File: config.mk
export PLATFORM = sky130hd
export DESIGN_NAME = instruction_decode
export DESIGN_NICKNAME = d
export VERILOG_FILES = /design/src/rtl/instruction_decode.sv
export SDC_FILE = /design/constraint.sdc
export NUM_CORES = 1
export LEC_CHECK = 0
export CORE_ASPECT_RATIO = 0.75
export CORE_MARGIN = 5
export CORE_UTILIZATION = 41
export CTS_CLUSTER_SIZE = 12
export DETAILED_ROUTE_END_ITERATION = 8
export GPL_TIMING_DRIVEN = 0
export PLACE_DENSITY = 0.86
export SYNTH_ARGS = -nofsm -noshare
export SYNTH_HDL_FRONTEND = slang
export SYNTH_SLANG_ARGS = --single-unit
File: constraint.sdc
create_clock -name clk -period 3 [get_ports clk]
set_input_delay 0.6 -clock clk [delete_from_list [all_inputs] [get_ports clk]]
set_output_delay 0.6 -clock clk [all_outputs]
set_load 0.005 [all_outputs]
File: src/rtl/instruction_decode.sv
// rtl/instruction_decode.sv - decode stage with load-use, jump, redirect and halt handling
module instruction_decode #(
   parameter logic [5:0] NOP_OP  = 6'h00,
   parameter logic [5:0] LOAD_OP = 6'h10,
   parameter logic [5:0] JMP_OP  = 6'h20,
   parameter logic [5:0] HALT_OP = 6'h3F
) (
   input  logic        clk,
   input  logic        reset,
   input  logic [31:0] ins,
   input  logic [15:0] current_address,
   input  logic        ex_busy,
   input  logic        ex_redirect,
   input  logic [15:0] ex_target,
   output logic        stall,
   output logic        stall_pm,
   output logic        pc_mux_sel,
   output logic [15:0] jmp_loc,
   output logic        id_valid,
   output logic [5:0]  id_opcode,
   output logic [4:0]  id_rd,
   output logic [4:0]  id_rs1,
   output logic [4:0]  id_rs2,
   output logic [15:0] id_imm,
   output logic [15:0] id_pc,
   output logic        halted,
   output logic [15:0] bubble_cnt
);

   typedef enum logic [1:0] {RUN, LDSTALL, FLUSH, HALT} state_t;
   typedef enum logic [1:0] {ACT_HOLD, ACT_LOAD, ACT_BUBBLE} act_t;

   state_t     state;
   state_t     next_state;
   act_t       act;
   logic [5:0] opcode;
   logic [4:0] rs1;
   logic [4:0] rs2;
   logic       hazard;

   assign opcode = ins[31:26];
   assign rs1    = ins[20:16];
   assign rs2    = ins[15:11];

   // The ID register still holds the load while its consumer sits in ins.
   assign hazard = id_valid && (id_opcode == LOAD_OP) && (id_rd != 5'd0) &&
                   ((rs1 == id_rd) || (rs2 == id_rd));

   always_comb begin
      stall      = 1'b0;
      stall_pm   = 1'b0;
      pc_mux_sel = 1'b0;
      jmp_loc    = 16'h0000;
      act        = ACT_HOLD;
      next_state = state;
      if (reset) begin
         act = ACT_HOLD;
      end else if (state == HALT) begin
         stall    = 1'b1;
         stall_pm = 1'b1;
      end else if (ex_redirect) begin
         pc_mux_sel = 1'b1;
         jmp_loc    = ex_target;
         act        = ACT_BUBBLE;
         next_state = FLUSH;
      end else if (ex_busy) begin
         stall    = 1'b1;
         stall_pm = 1'b1;
      end else begin
         case (state)
            FLUSH: begin
               act        = ACT_BUBBLE;
               next_state = RUN;
            end
            LDSTALL: begin
               act        = ACT_LOAD;
               next_state = RUN;
            end
            default: begin
               if (hazard) begin
                  stall      = 1'b1;
                  stall_pm   = 1'b1;
                  act        = ACT_BUBBLE;
                  next_state = LDSTALL;
               end else if (opcode == JMP_OP) begin
                  pc_mux_sel = 1'b1;
                  jmp_loc    = ins[15:0];
                  act        = ACT_LOAD;
                  next_state = FLUSH;
               end else if (opcode == HALT_OP) begin
                  act        = ACT_BUBBLE;
                  next_state = HALT;
               end else begin
                  act = ACT_LOAD;
               end
            end
         endcase
      end
   end

   always_ff @(posedge clk or posedge reset) begin
      if (reset) begin
         state      <= RUN;
         id_valid   <= 1'b0;
         id_opcode  <= NOP_OP;
         id_rd      <= 5'd0;
         id_rs1     <= 5'd0;
         id_rs2     <= 5'd0;
         id_imm     <= 16'h0000;
         id_pc      <= 16'h0000;
         halted     <= 1'b0;
         bubble_cnt <= 16'h0000;
      end else begin
         state  <= next_state;
         halted <= (next_state == HALT);
         case (act)
            ACT_LOAD: begin
               id_valid  <= 1'b1;
               id_opcode <= opcode;
               id_rd     <= ins[25:21];
               id_rs1    <= rs1;
               id_rs2    <= rs2;
               id_imm    <= ins[15:0];
               id_pc     <= current_address;
            end
            ACT_BUBBLE: begin
               id_valid  <= 1'b0;
               id_opcode <= NOP_OP;
               id_rd     <= 5'd0;
               id_rs1    <= 5'd0;
               id_rs2    <= 5'd0;
               id_imm    <= 16'h0000;
               id_pc     <= 16'h0000;
               if (bubble_cnt != 16'hFFFF) begin
                  bubble_cnt <= bubble_cnt + 16'd1;
               end
            end
            default: begin
            end
         endcase
      end
   end

endmodule

## After elaboration in Yosys (flattened, before gate mapping)

Index checks and enable logic that the tools add are counted.

- Add/subtract/negate cells: 1
- Equal/unequal tests: 12
- Mux-type cells: 43
- Reductions and logical operators: 8

Operators by type and width:

| kind | count |
|---|---|
| 2-to-1 mux 16 bit | 7 |
| case mux 16 bit (2 select lines) | 2 |
| 2-to-1 mux 2 bit | 15 |
| case mux 5 bit (2 select lines) | 3 |
| adder 16 x 1 -> 16 bit (second input constant) | 1 |
| != test 16 bit (second input constant) | 1 |
| 2-to-1 mux 1 bit | 13 |
| equality test 6 bit (second input constant) | 2 |
| case mux 6 bit (2 select lines) | 1 |
| equality test 5 bit | 2 |
| equality test 2 bit (second input constant) | 4 |
| equality test 6 x 5 -> 1 bit (second input constant) | 1 |
| nonzero test 5 bit | 1 |
| equality test 2 x 1 -> 1 bit (second input constant) | 2 |
| case mux 2 bit (2 select lines) | 1 |
| logical AND 1 bit | 3 |
| case mux 1 bit (2 select lines) | 1 |
| AND reduction 2 bit | 1 |
| nonzero test 2 bit | 1 |
| OR reduction 2 bit | 1 |
| logical OR 1 bit | 1 |

- Register bits: 73
- Bits of input ports: 68
- Output and inout bits: 90
- Logic and storage cells: 74

## Logic depth before layout (Yosys ltp)

- Word-level depth: 12
- Gate-level depth with buffers: 11
- Mapped depth without buffers: 11

## Least setup slack after synthesis

Ideal clock, no wire load.

- Kind: input port to flip-flop
- Start point: input ins[18]
- End point: register bubble_cnt[12]
- Setup time: 0.125 ns
- Data arrival time: 2.569 ns
- Data required time: 2.875 ns
- Slack: 0.306 ns
- Stages on the path: 11
- Path buffers: 1
- Path through: xor2_1 nor3_2 a22oi_2 nand2b_4 a311oi_1 o21a_1 ha_1 clkbuf_1 nand2_1 nor3_1 mux2_2

- Longest elaborated chain between the ends: 11

Ends and longest elaborated chain:

| what | RTL line | text |
|---|---|---|
| start: declaration | 10 | `input logic [31:0] ins,` |
| equality test 5 bit | 47 | `((rs1 == id_rd) \|\| (rs2 == id_rd));` |
| logical OR 1 bit | 47 |  |
| logical AND 1 bit | 46 | `assign hazard = id_valid && (id_opcode == LOAD_OP) && (id_rd != 5'd0) &&` |
| 2-to-1 mux 2 bit | 80 | `if (hazard) begin` |
| case mux 2 bit (2 select lines) | 70 | `case (state)` |
| 2-to-1 mux 2 bit | 66 | `end else if (ex_busy) begin` |
| 2-to-1 mux 2 bit | 61 | `end else if (ex_redirect) begin` |
| 2-to-1 mux 2 bit | 58 | `end else if (state == HALT) begin` |
| 2-to-1 mux 2 bit | 56 | `if (reset) begin` |
| equality test 2 bit | 116 | `case (act)` |
| AND reduction 2 bit (no line) | -- |  |
| end signal: assignment | 135 | `bubble_cnt <= bubble_cnt + 16'd1;` |
| end: declaration | 27 | `output logic [15:0] bubble_cnt` |

No other way between the ends.
A chain may end at the register's enable or synchronous reset.

## Final worst setup path

- Start point: input reset
- End point: output jmp_loc[15]

- Longest elaborated chain between the ends: 1

Ends and longest elaborated chain:

| what | RTL line | text |
|---|---|---|
| start: declaration | 9 | `input logic reset,` |
| 2-to-1 mux 16 bit | 56 |  |
| end: declaration | 18 | `output logic [15:0] jmp_loc,` |

No other way between the ends.

==> impl_metrics.yaml <==
global_routing:
  track_usage: 0.2059
  grt_max_degree: 69
  grt_pass1_vias: 3304
  grt-ovfl-total: 0
  antenna_found_initial: 1
  grt_pass1_wl_um: 16490
logic_synthesis:
  yosysWarningCount: 0
  synthCells: 329
  synth.cell_area_um2: 3384
  synth_edf_count: 0
  synthesis.nets: 403
  synthArstFlopShare: 1.000
  avgSynthCellArea_um2: 10.29
  seq_area_frac_synth: 0.5028
  ys_ff_latch: 68
  synth.distinct_cells: 44
  synth_ff_type: "dfrtp_1"
placement:
  place_area_um2: 5090
  dp.cells: 591
  place_hpwl_um: 7689
  port-buffer-count: 157
  place_congestion: 0.8247
timing:
  setup_tns_ns: 0
  finClkSkew_ns: 0.008698
  slew_violations: 0
  worst_slew_pin_slew_ns: 0.8429
  maxSlewHeadroom: 0.4381
  fin_crit_ns: 2.992
  fmax_ghz: 0.3343
  setup_viol: 0
  hold_viol: 0
  period_share: 0.9972
  rsz0062_at_grt: "yes"
status:
  status: "finished clean"
pwr:
  combPwrFrac: 0.438
  p_seq_frac: 0.381
  p_per_area_nw_per_um2: 736.3
  power.total_mw: 4.006
  p_int_mw: 2.716
  p_switching_mw: 1.290
  leakage_nw: 2.421
  pwr-share-clk: 0.181
  p_sw_frac: 0.3220
  vdd_ir_drop_max_mv: 0.4638
cells_and_area:
  layout_common_cells: "clkdlybuf4s50_1, dfrtp_1, nand2_1"
  layout_commonest_cell: "clkdlybuf4s50_1"
  nets: 585
  fillCellCount: 621
  fin_area_um2: 5440
  fin_cells: 622
  area_growth_pct: 60.74
  final_layout_size_suffix_gt1_frac: 0.1570
routing:
  drt_iter0_markers: 97
  viasPerCell: 5.103
  wire_per_inst_um: 16.81
  drtPass1Iterations: 4
  ant_nets: 0
  drc: 0
  vias: 3174
  drt-total-wl_um: 10450
critical_path:
  max_stage_delay_ns: 0.51
  path_delay_family: "simple AND/OR/NAND/NOR gates"
  end_kind: "output pin"
  cp_cell_sequence: "dlygate4sd2_1 > or3_4 > nor3_2 > and3_4 > a22o_1 > clkdlybuf4s50_1"
  arrival_ns: 2.39
  startpoint_type: "input pin"
  critPathRequiredTime_ns: 2.40
  worstSetupPathType: "in -> out"
  reg2reg_from: "id_opcode[1]$_DFFE_PP0P_"
  ff2ff_path_depth: 12
  reg2reg_to: "bubble_cnt[12]$_DFFE_PP0P_"
  cpMaxStageDelayCell: "clkdlybuf4s50_1"
  crit_start: "reset"
  cp_max_fo: 5
  path_buf_inv: 2
  cp-endpoint: "jmp_loc[15]"
  rrSetupSlack_ns: 0.13
  cp.depth: 6
clock_tree:
  cts_tree: "done"
  cts_sinks: 68
  clk_pin_slew_ns: 0.07
  cts_buffer_depth: 2
  clock_latency_ns: 0.33
  htree_levels: 3
  cts-root-buf: "clkbuf_8"
  cts_buffers: 9
min_path:
  hp-class: "reg -> reg"
die:
  ios: 158
  start_util: 0.4256
  die_area_um2: 10190
  die_w_um: 114.9
  rows: 28
  core_um2: 7953
  die_h_um: 88.69
run:
  drv_cap: 0
## kinds of logic after synthesis
logic type,synth area share
buf+inv,0.04658
flops,0.5028
simple gates,0.1871
fa+ha+maj,0.02218
xor+xnor,0.06211
compound gates,0.1697
mux,0.009611
## synth_stat cells (3+ instances only)
master	count	share of area
nand3_1	7	0.010
xnor2_1	6	0.016
a21oi_1	4	0.0059
dfrtp_1	68	0.50
a22o_1	37	0.096
inv_1	7	0.0078
nor2_1	16	0.018
ha_1	6	0.022
a31oi_1	3	0.0055
buf_4	6	0.013
xor2_1	18	0.047
nand2_1	38	0.042
nor2b_1	3	0.0055
o21ai_0	27	0.040
clkbuf_1	15	0.017
nor3_1	8	0.012
nand2b_1	29	0.054
## per-stage QoR
stage / hold WS, ns / util / setup WS [ns]
detailed placement: 0.4766 / 0.6400 / -0.7849
CTS: 0.4956 / 0.6742 / 0.009130
global placement: 0.4695 / 0.6397 / -0.7306
global route: 0.5140 / 0.6841 / -0.09226
floorplan: 0.4763 / - / 0.3063
finish: 0.4905 / 0.6841 / 0.008300
## worst min-delay path by stage
stage                     startpoint                     to  slack, ns  depth (start not counted)
6_report       id_imm[0]$_DFFE_PP0P_  id_imm[0]$_DFFE_PP0P_       0.49                          2
5_1_grt        id_imm[6]$_DFFE_PP0P_  id_imm[6]$_DFFE_PP0P_       0.51                          2
2_1_floorplan  id_imm[0]$_DFFE_PP0P_  id_imm[0]$_DFFE_PP0P_       0.48                          2
3_3_place_gp   id_imm[5]$_DFFE_PP0P_  id_imm[5]$_DFFE_PP0P_       0.47                          2
3_5_place_dp   id_imm[6]$_DFFE_PP0P_  id_imm[6]$_DFFE_PP0P_       0.48                          2
4_1_cts        id_imm[6]$_DFFE_PP0P_  id_imm[6]$_DFFE_PP0P_       0.50                          2
## registers in the layout, indices dropped and copies added (netlist names)
name and flops:
bubble_cnt 16, id_imm 11, id_opcode 6, id_rs2 5, id_rd 5, id_valid 1, id_pc 16, state 2
id_rs1 5, halted 1
## worst register-to-register path, stage by stage, from the launching register on
cell	delay, ns
dfrtp_1	0.41
nor4b_2	0.25
nand3_1	0.17
a21oi_4	0.22
nand2b_4	0.07
buf_4	0.13
a311oi_1	0.26
o21a_1	0.22
ha_2	0.25
clkbuf_4	0.22
nand2_1	0.07
nor3_1	0.15
mux2_2	0.35
## repair_timing
action | CTS | global route
setup buffers | 13 | 4
gates resized for setup | 59 | 43
gates cloned | 1 | 0
hold endpoints to repair | 0 | 0
hold buffers | 0 | 0
pin swaps | 9 | 5
setup endpoints to repair | 75 | 69
## power by group through the flow
| stage | logic [mW] | clock network [mW] | registers (mW) |
|---|---|---|---|
| floorplan | 0.659 | 0 | 1.52 |
| global placement | 1.67 | 0 | 1.53 |
| detailed placement | 1.70 | 0 | 1.53 |
| CTS | 1.72 | 0.744 | 1.52 |
| global route | 1.91 | 0.785 | 1.57 |
| finish | 1.75 | 0.725 | 1.53 |
## cell type report
| type | instances | area [um^2] | area share |
|---|---|---|---|
| repair buffers | 175 | 1677 | 0.3082 |
| flip-flops and latches | 68 | 1703 | 0.3130 |
| diodes | 1 | 2.502 | 0.0004600 |
| plain buffers | 20 | 133.9 | 0.02461 |
| inverters | 7 | 28.78 | 0.005290 |
| well taps | 105 | 131.4 | 0.02415 |
| clock buffers | 11 | 131.4 | 0.02415 |
| multi-input cells | 230 | 1580 | 0.2905 |
| clock inverters | 5 | 52.55 | 0.009660 |
## metal layers
layer / global-route usage / vias up / share of wire
li1: - / 1512 / -
met1: 0.2577 / 1522 / 0.43
met2: 0.3346 / 126 / 0.47
met3: 0.07861 / 14 / 0.086
met4: 0.06183 / 0 / 0.016
met5: 0 / - / 0
Note: power is estimated with default switching activity, not from simulation.
==> RTL change, RTL diff (same settings) <==
Encoding of `state_t`: now one-hot (4 bits for 4 states).
--- a/src/rtl/instruction_decode.sv
+++ b/src/rtl/instruction_decode.sv
@@ -27,7 +27,7 @@
    output logic [15:0] bubble_cnt
 );
 
-   typedef enum logic [1:0] {RUN, LDSTALL, FLUSH, HALT} state_t;
+   typedef enum logic [3:0] {RUN = 4'b0001, LDSTALL = 4'b0010, FLUSH = 4'b0100, HALT = 4'b1000} state_t;
    typedef enum logic [1:0] {ACT_HOLD, ACT_LOAD, ACT_BUBBLE} act_t;
 
    state_t     state;
Check against the original RTL: same outputs for any inputs over 4 cycles, from zero or initial values and one cycle with reset high; so few cycles prove little.
==> RTL change against the original RTL <==
Non-clock buffer count increased by 1; hold slack lost 6.0 ps; synthesized area increased by 2.0%; count of clock-buffer cells in the layout fell by 1; critical path depth rose by 1; cell count is 1.9% higher; wire length up 7.9%; final area increased by 3.6%; worst setup slack gained 98 ps; sequential cell count is 2 higher; utilization decreased by 0.87 points; total power is 8.1% higher; critical path type is now register to primary output; critical endpoint is now pc_mux_sel.
==> RTL change: results (changes against the original RTL) <==
** Placed design
- Final weighted congestion in routability-driven placement :: 0.882 (+6.9%)
- The count of buffers from port buffering was 155 (-1.3%).
- The detailed placement HPWL was 8170 um (+6.3%).
- The area of placed instances came to 0.00516 mm^2 (+1.4%).
- The number of placed cells counting well taps came to 603 (+2.0%).

** Finish
- Share of cells above drive strength 1 :: 17.7% (+2.0 points)
- The number of nets in the final layout came to 592 (+1.2%).
- The count of placed standard cells in the final layout, fillers left out was 634 (+1.9%).
- The final antenna diode count was 0 (-1).

** Worst setup path
- The data arrival time of the worst path came to 2290 ps (-100 ps).
- Reg-to-reg critical path endpoint :: bubble_cnt[13]$_DFFE_PP0P_
- Worst Reg2Reg Path Length in Cells :: 14 (+2)
- R2R Setup Slk :: 180 ps (+50 ps)
- Delay of the slowest cell on the worst path :: 530 ps (+20 ps)

** Global route
- The global-route usage over all layers came to 21.9% (+1.3 points).
- The pin count of the biggest net entering global routing is 39 (-43%).
- The via count of the first global-routing pass came to 3432 (+3.9%).
- The first-pass GRT wire length is 17500 um (+6.2%).

** Routing
- Detailed Route Iter0 Violations :: 174 (+79%)
- Avg Vias per Cell :: 5.18 (+1.6%)

** Power
- Leak pwr :: 2.46 nW (+1.5%)
- The maximum resistive drop on vdd was 0.545 mV (+17%).

** Yosys
- Xor/xnor cell area share of the yosys netlist :: 6.34% (+0.13 points)
- Ranked by instance count, the synthesized netlist is headed by sky130_fd_sc_hd__dfrtp_1, sky130_fd_sc_hd__nand2_1, sky130_fd_sc_hd__a22o_1, sky130_fd_sc_hd__o21ai_0, sky130_fd_sc_hd__nand2b_1.
- The count of different cell masters after synthesis is 43 (-2.3%).
- The average size of a mapped cell was 10.2 um^2 (-1.0%).
- The post-synth net total is 410 (+1.7%).
- Multiplexer area fraction after synthesis :: 0.906% (-0.055 points)

** STA
- The headroom to the max-slew limit was 47.8% (+4.0 points).
- WHS :: 484 ps (-6.02 ps)
- Clock Skews :: 8.87 ps (+0.172 ps)

** Worst hold path
- The path with the worst hold slack has its endpoint at id_rs1[2]$_DFFE_PP0P_.
- The worst hold path begins at id_rs1[2]$_DFFE_PP0P_.

** Clock tree
- The number of gates resized after cts came to 103 (+75%).
- Root cell of the clock tree :: sky130_fd_sc_hd__clkbuf_16

** Outcome
- Run status :: finished, final reports clean
[RTL change: changes by cell type in the layout (fill, tap and decap cells not counted), moves of 5 or more]
cell and change:
sky130_fd_sc_hd__buf_2 +12, sky130_fd_sc_hd__clkbuf_16 +9, sky130_fd_sc_hd__clkdlybuf4s15_1 -9, sky130_fd_sc_hd__clkbuf_8 -8, sky130_fd_sc_hd__buf_4 -7, sky130_fd_sc_hd__buf_6 +7
sky130_fd_sc_hd__dlymetal6s2s_1 +7, sky130_fd_sc_hd__dlygate4sd2_1 -6, sky130_fd_sc_hd__xnor2_1 +6, sky130_fd_sc_hd__clkbuf_4 -5, sky130_fd_sc_hd__nand3_1 +5, sky130_fd_sc_hd__nor2_1 -5
sky130_fd_sc_hd__xor2_1 -5
[RTL change: worst max-delay path by stage]
stage,cells after the start,to,startpoint
after floorplan,5,halted$_DFF_PP0_,reset
after global placement,6,jmp_loc[5],ex_redirect
after detailed placement,6,jmp_loc[10],ex_redirect
after CTS,9,stall_pm,id_rd[1]$_DFFE_PP0P_
after global routing,8,jmp_loc[10],id_rd[1]$_DFFE_PP0P_
final,7,pc_mux_sel,id_rd[1]$_DFFE_PP0P_
[RTL change: area by class of cell]
class | count | area (um^2)
clock buffers | 10 | 239
plain buffers | 25 | 139
inverters | 5 | 26.3
flip-flops and latches | 70 | 1760
repair buffers | 171 | 1630
fillers | 675 | 2710
well taps | 108 | 135
multi-input cells | 239 | 1660
clock inverters | 6 | 45.0
[RTL change: metal layers]
| metal | track usage, % | vias to the layer above | routed length, um |
|---|---|---|---|
| met4 | 5.37 | 0 | 89 |
| met5 | 0 | - | 0 |
| met2 | 38.1 | 112 | 5570 |
| li1 | - | 1566 | - |
| met3 | 6.56 | 10 | 888 |
| met1 | 26.9 | 1598 | 4730 |
